<file path="src/rtl/alu_issue.sv">
// alu_issue: command-issue and result-capture stage around a 4-bit ALU.
// Commands are queued in a DEPTH-entry FIFO, popped into a stable operand
// register that drives the ALU, and the ALU result/flags are captured into a
// result register offered downstream over a valid/ready handshake.
// Optional feature macro: ALU_ISSUE_STICKY_FLAGS_EN (sticky overflow/carry).
module alu_issue #(
  parameter int DEPTH = 4,
  parameter int W     = 4
) (
  input  logic                   clk,
  input  logic                   rst,
  input  logic                   cmd_valid,
  output logic                   cmd_ready,
  input  logic [2:0]             cmd_op,
  input  logic [W-1:0]           cmd_a,
  input  logic [W-1:0]           cmd_b,
  output logic [W-1:0]           alu_a,
  output logic [W-1:0]           alu_b,
  output logic [2:0]             alu_op,
  input  logic [W-1:0]           alu_s,
  input  logic                   alu_z,
  input  logic                   alu_o,
  input  logic                   alu_c,
  output logic                   res_valid,
  input  logic                   res_ready,
  output logic [W-1:0]           res_s,
  output logic [2:0]             res_op,
  output logic                   res_z,
  output logic                   res_o,
  output logic                   res_c,
  output logic [$clog2(DEPTH):0] count
`ifdef ALU_ISSUE_STICKY_FLAGS_EN
  ,
  input  logic                   sticky_clr,
  output logic                   sticky_o,
  output logic                   sticky_c
`endif
);

  localparam int AW = $clog2(DEPTH);
  localparam int CW = AW + 1;
  localparam int EW = 3 + 2 * W;
  localparam logic [CW-1:0] DEPTH_C = CW'(DEPTH);

  typedef enum logic [1:0] {
    IDLE  = 2'd0,
    DRIVE = 2'd1,
    HOLD  = 2'd2
  } state_t;

  state_t state_q, state_d;

  // FIFO storage and bookkeeping
  logic [EW-1:0]  mem_q [DEPTH];
  logic [AW-1:0]  wr_ptr_q, wr_ptr_d;
  logic [AW-1:0]  rd_ptr_q, rd_ptr_d;
  logic [CW-1:0]  count_q, count_d;
  logic           push, pop, fifo_empty;
  logic [EW-1:0]  head;

  // Operand register (drives the ALU)
  logic [2:0]     op_q, op_d;
  logic [W-1:0]   a_q, a_d;
  logic [W-1:0]   b_q, b_d;

  // Result register
  logic           capture, release_res;
  logic           res_valid_q, res_valid_d;
  logic [W-1:0]   res_s_q, res_s_d;
  logic [2:0]     res_op_q, res_op_d;
  logic           res_z_q, res_z_d;
  logic           res_o_q, res_o_d;
  logic           res_c_q, res_c_d;
  logic           arith_op;
  logic           flag_o_m, flag_c_m;

  assign cmd_ready  = (count_q < DEPTH_C);
  assign fifo_empty = (count_q == '0);
  assign push       = cmd_valid & cmd_ready;
  assign head       = mem_q[rd_ptr_q];

  // Only add/sub report overflow and carry; other ops see them masked to 0.
  assign arith_op = (op_q == 3'b000) || (op_q == 3'b001);
  assign flag_o_m = arith_op & alu_o;
  assign flag_c_m = arith_op & alu_c;

  // FSM state register
  always_ff @(posedge clk or posedge rst) begin
    if (rst) state_q <= IDLE;
    else     state_q <= state_d;
  end

  // FSM next-state logic
  always_comb begin
    state_d = state_q;
    case (state_q)
      IDLE:    if (!fifo_empty) state_d = DRIVE;
      DRIVE:   state_d = HOLD;
      HOLD:    if (res_valid_q && res_ready) state_d = fifo_empty ? IDLE : DRIVE;
      default: state_d = IDLE;
    endcase
  end

  // FSM outputs: pop, capture and result release strobes
  always_comb begin
    pop         = 1'b0;
    capture     = 1'b0;
    release_res = 1'b0;
    case (state_q)
      IDLE:  pop = !fifo_empty;
      DRIVE: capture = 1'b1;
      HOLD: begin
        release_res = res_valid_q & res_ready;
        pop         = res_valid_q & res_ready & !fifo_empty;
      end
      default: ;
    endcase
  end

  // FIFO pointer and occupancy next-state
  always_comb begin
    wr_ptr_d = wr_ptr_q;
    rd_ptr_d = rd_ptr_q;
    count_d  = count_q;
    if (push) wr_ptr_d = wr_ptr_q + AW'(1);
    if (pop)  rd_ptr_d = rd_ptr_q + AW'(1);
    case ({push, pop})
      2'b10:   count_d = count_q + CW'(1);
      2'b01:   count_d = count_q - CW'(1);
      default: count_d = count_q;
    endcase
  end

  // FIFO pointer and occupancy registers
  always_ff @(posedge clk or posedge rst) begin
    if (rst) begin
      wr_ptr_q <= '0;
      rd_ptr_q <= '0;
      count_q  <= '0;
    end else begin
      wr_ptr_q <= wr_ptr_d;
      rd_ptr_q <= rd_ptr_d;
      count_q  <= count_d;
    end
  end

  // FIFO storage write; contents need no reset since count gates every read
  always_ff @(posedge clk) begin
    if (push) mem_q[wr_ptr_q] <= {cmd_op, cmd_a, cmd_b};
  end

  // Operand register next-state: loads only on a pop edge
  always_comb begin
    op_d = op_q;
    a_d  = a_q;
    b_d  = b_q;
    if (pop) {op_d, a_d, b_d} = head;
  end

  // Operand register
  always_ff @(posedge clk or posedge rst) begin
    if (rst) begin
      op_q <= '0;
      a_q  <= '0;
      b_q  <= '0;
    end else begin
      op_q <= op_d;
      a_q  <= a_d;
      b_q  <= b_d;
    end
  end

  // Result register next-state: capture at the end of DRIVE, clear on handshake
  always_comb begin
    res_valid_d = res_valid_q;
    res_s_d     = res_s_q;
    res_op_d    = res_op_q;
    res_z_d     = res_z_q;
    res_o_d     = res_o_q;
    res_c_d     = res_c_q;
    if (release_res) res_valid_d = 1'b0;
    if (capture) begin
      res_valid_d = 1'b1;
      res_s_d     = alu_s;
      res_op_d    = op_q;
      res_z_d     = alu_z;
      res_o_d     = flag_o_m;
      res_c_d     = flag_c_m;
    end
  end

  // Result register
  always_ff @(posedge clk or posedge rst) begin
    if (rst) begin
      res_valid_q <= 1'b0;
      res_s_q     <= '0;
      res_op_q    <= '0;
      res_z_q     <= 1'b0;
      res_o_q     <= 1'b0;
      res_c_q     <= 1'b0;
    end else begin
      res_valid_q <= res_valid_d;
      res_s_q     <= res_s_d;
      res_op_q    <= res_op_d;
      res_z_q     <= res_z_d;
      res_o_q     <= res_o_d;
      res_c_q     <= res_c_d;
    end
  end

`ifdef ALU_ISSUE_STICKY_FLAGS_EN
  logic sticky_o_q, sticky_o_d;
  logic sticky_c_q, sticky_c_d;

  // Sticky flags next-state: a setting capture overrides a same-cycle clear
  always_comb begin
    sticky_o_d = sticky_o_q;
    sticky_c_d = sticky_c_q;
    if (sticky_clr) begin
      sticky_o_d = 1'b0;
      sticky_c_d = 1'b0;
    end
    if (capture && flag_o_m) sticky_o_d = 1'b1;
    if (capture && flag_c_m) sticky_c_d = 1'b1;
  end

  // Sticky flag registers
  always_ff @(posedge clk or posedge rst) begin
    if (rst) begin
      sticky_o_q <= 1'b0;
      sticky_c_q <= 1'b0;
    end else begin
      sticky_o_q <= sticky_o_d;
      sticky_c_q <= sticky_c_d;
    end
  end

  assign sticky_o = sticky_o_q;
  assign sticky_c = sticky_c_q;
`endif

  assign alu_a     = a_q;
  assign alu_b     = b_q;
  assign alu_op    = op_q;
  assign res_valid = res_valid_q;
  assign res_s     = res_s_q;
  assign res_op    = res_op_q;
  assign res_z     = res_z_q;
  assign res_o     = res_o_q;
  assign res_c     = res_c_q;
  assign count     = count_q;

endmodule

</file>
<file path="config.mk">
export PLATFORM = sky130hd
export DESIGN_NAME = alu_issue
export DESIGN_NICKNAME = d
export VERILOG_FILES = /design/src/rtl/alu_issue.sv
export SDC_FILE = /design/constraint.sdc
export NUM_CORES = 1
export LEC_CHECK = 0
export ABC_AREA = 1
export CORE_MARGIN = 4
export CORE_UTILIZATION = 58
export DETAILED_ROUTE_END_ITERATION = 10
export HOLD_SLACK_MARGIN = 0.05
export MAX_ROUTING_LAYER = met4
export PLACE_DENSITY = 0.88
export SKIP_CTS_REPAIR_TIMING = 1
export SYNTH_ARGS = -nofsm -noshare
export SYNTH_HDL_FRONTEND = slang
export SYNTH_SLANG_ARGS = --single-unit
</file>
<file path="constraint.sdc">
create_clock -name clk -period 4.1 [get_ports clk]
set_input_delay 1.025 -clock clk [delete_from_list [all_inputs] [get_ports clk]]
set_output_delay 1.025 -clock clk [all_outputs]
set_load 0.05 [all_outputs]
</file>
==> impl_metrics.tcl <==
set metrics [dict create \
    crit_fanout 16 \
    tns_ps 0 \
    first_global_vias 2223 \
    dieHeight_um 82.6 \
    async_flop_share_pct 41.3 \
    avgSynthCellArea_um2 9.89 \
    ant_nets 0 \
    crit_required_ps 4330 \
    met3_usage_pct 5.10 \
    htree_levels 3 \
    relSlewSlack_pct 23.5 \
    setup_ws_ps 1220 \
    use_met2_pct 36.5 \
    fp-row-count 26 \
    clk_path_buf_depth 2 \
    wl_per_cell_um 14.1 \
    cts.sinks 75 \
    numCtsBuffers 9 \
    fin_crit_sh_pct 70.2 \
    syn_nets 354 \
    synth-seq-area-share_pct 65.0 \
    setup-violations-final 0 \
    viasPerCell 4.98 \
    die_w_um 82.6 \
    grt_max_degree 32 \
    synth_ff_type "edfxtp_1" \
    cap_viol_max_count 0 \
    use_met1_pct 23.8 \
    fin_util_pct 74.8 \
    vias 2253 \
    portBuffers 47 \
    cts_root_buffer "clkbuf_8" \
    grt_overflow 0 \
    reg2reg_setup_slack_ps 1990 \
    synthesis.area_mm2 0.00323 \
    antenna_cells 0 \
    clk_latency_ps 350 \
    gp_congestion 0.756 \
    cp-startpoint "res_ready" \
    dr.pass1.iters 4 \
    antenna_found_initial 0 \
    cp.arrival_ps 3110 \
    syn_inst 326 \
    place_inst 436 \
    yosys.area.top_type "edfxtp_1" \
    track_usage_pct 21.5 \
    die_area_mm2 0.00682 \
    hpwl_um 4290 \
    start_kind "primary input" \
    postRouteWirelength_um 6370 \
    leakage_nw 1.84 \
    final-hold-violation-count 0 \
    ir_worst_vdd_mv 0.392 \
    min-delay-path-class "register to register" \
    hold_ws_ps 473 \
    yosys_warnings 0 \
    grt-busiest-layer "met2" \
    min_period_ps 2880 \
    worst_clock_skew_ps 10.5 \
    synth.most_common_cell "nand2_1" \
    min_from "res_op[2]" \
    grt_pass1_wl_um 10200 \
    synthTopCellsByArea "edfxtp_1 41%, dfrtp_1 24%, nand2_1 15%, inv_1 6.7%, nand3_1 3.9%" \
    drive_above_1_share_pct 6.81 \
    fin_cells 452 \
    fmax_mhz 348 \
    area_growth_pct 21.5 \
    ys_top_cells_by_count "125 x nand2_1, 58 x inv_1, 44 x edfxtp_1" \
    fp.coreArea_mm2 0.00524 \
    place_ws_ps 867 \
    outcome "complete, no violations" \
    timing.rr.start "res_valid" \
    initial_core_util_pct 61.6 \
    drv_slew 0 \
    cts.clk_slew.worst_paths_ps 70 \
    critPathCaptureType "register" \
    drtIter0Drc 192 \
    cts_tree "built" \
    synth.top_cell.area_share_pct 41.0 \
    power_density_mw_per_mm2 352 \
    worst_pin_slew_ps 1150 \
    nets 405 \
    yosysUniqueCellTypes 21 \
    rsz0062_at_grt "no" \
    synth_edf_count 44 \
    synth_seq_cells 75 \
    drcViolationCount 0 \
    worstSetupPathType "primary input to register" \
    ioPinCount 48 \
]
-- path summary, 6_finish.rpt --
check / to / cells past startpoint
setup / recovery: count[2] / 11
hold / removal: res_op[2] / 2
setup reg to reg: count[2] / 10
hold reg to reg: res_op[2] / 2
max in group asynchronous: state_q[0] / 2
min in group asynchronous: res_s[0] / 2
-- cell families (layout without fill, tap and decap cells) --
group,after synthesis,in the layout,share of synthesized area (%)
DFF,75,75,65.0
adders and majority gates,6,6,2.56
and+or+nand+nor,162,162,20.6
xor gates and xnor gates,4,4,1.09
buffers and inverters,74,130,9.97
AOI/OAI and AO/OA,5,5,0.776
-- where the power goes --
group | internal (mW) | leakage [nW] | switching [mW] | total [mW]
combinational | 0.0178 | 0.974 | 0.0123 | 0.0301
clock | 0.279 | 0.0947 | 0.271 | 0.550
sequential | 0.799 | 0.771 | 0 | 0.799
-- critical path: stages --
cell and delay (ps):
clkdlybuf4s50_1 480, nand2_1 50, nand2_1 140, nand3_4 190, inv_2 240, ha_1 210, inv_1 70, fa_1 390
nand2_1 80, nand3b_1 90, xor2_1 150
-- registers in the layout, summed over array words and instances, names as in the netlist --
signal     flops
mem_q         44
state_q        2
alu_b          4
wr_ptr_q       2
alu_op         3
res_op         3
res_o          1
count          3
res_c          1
alu_a          4
rd_ptr_q       2
res_s          4
res_z          1
res_valid      1
-- layer usage --
metal	routed length (um)	up-vias	part of all wire, %
met4	140	0	2.2
met2	3230	74	51
met3	404	13	6.3
met1	2590	1065	41
li1	-	1101	-
met5	0	-	0
-- stage by stage --
step,power [mW],area [um2]
global route,1.43,3920
detailed placement,0.846,3730
floorplan,0.821,3230
finish,1.38,3920
CTS,1.39,3920
global placement,0.845,3730
-- cell usage in the layout (no fill, tap or decap), types with 2 or more instances in the layout --
cell type / n
a21oi_1: 2
buf_4: 4
clkbuf_8: 9
clkdlybuf4s50_1: 47
clkinv_1: 2
dfrtp_1: 31
edfxtp_1: 44
ha_1: 5
inv_1: 58
inv_2: 5
nand2_1: 125
nand3_1: 25
nor2_1: 7
o21ai_0: 3
xnor2_1: 2
xor2_1: 2
-- cell type report --
class                   instances  area, um2
flip-flops and latches         75       2100
fillers                       356       1320
multi-input cells             177        807
repair buffers                 51        500
inverters                      63        236
clock buffers                   9        124
well taps                      70       87.6
clock inverters                 7       67.6
(Power assumes the default switching activity.)
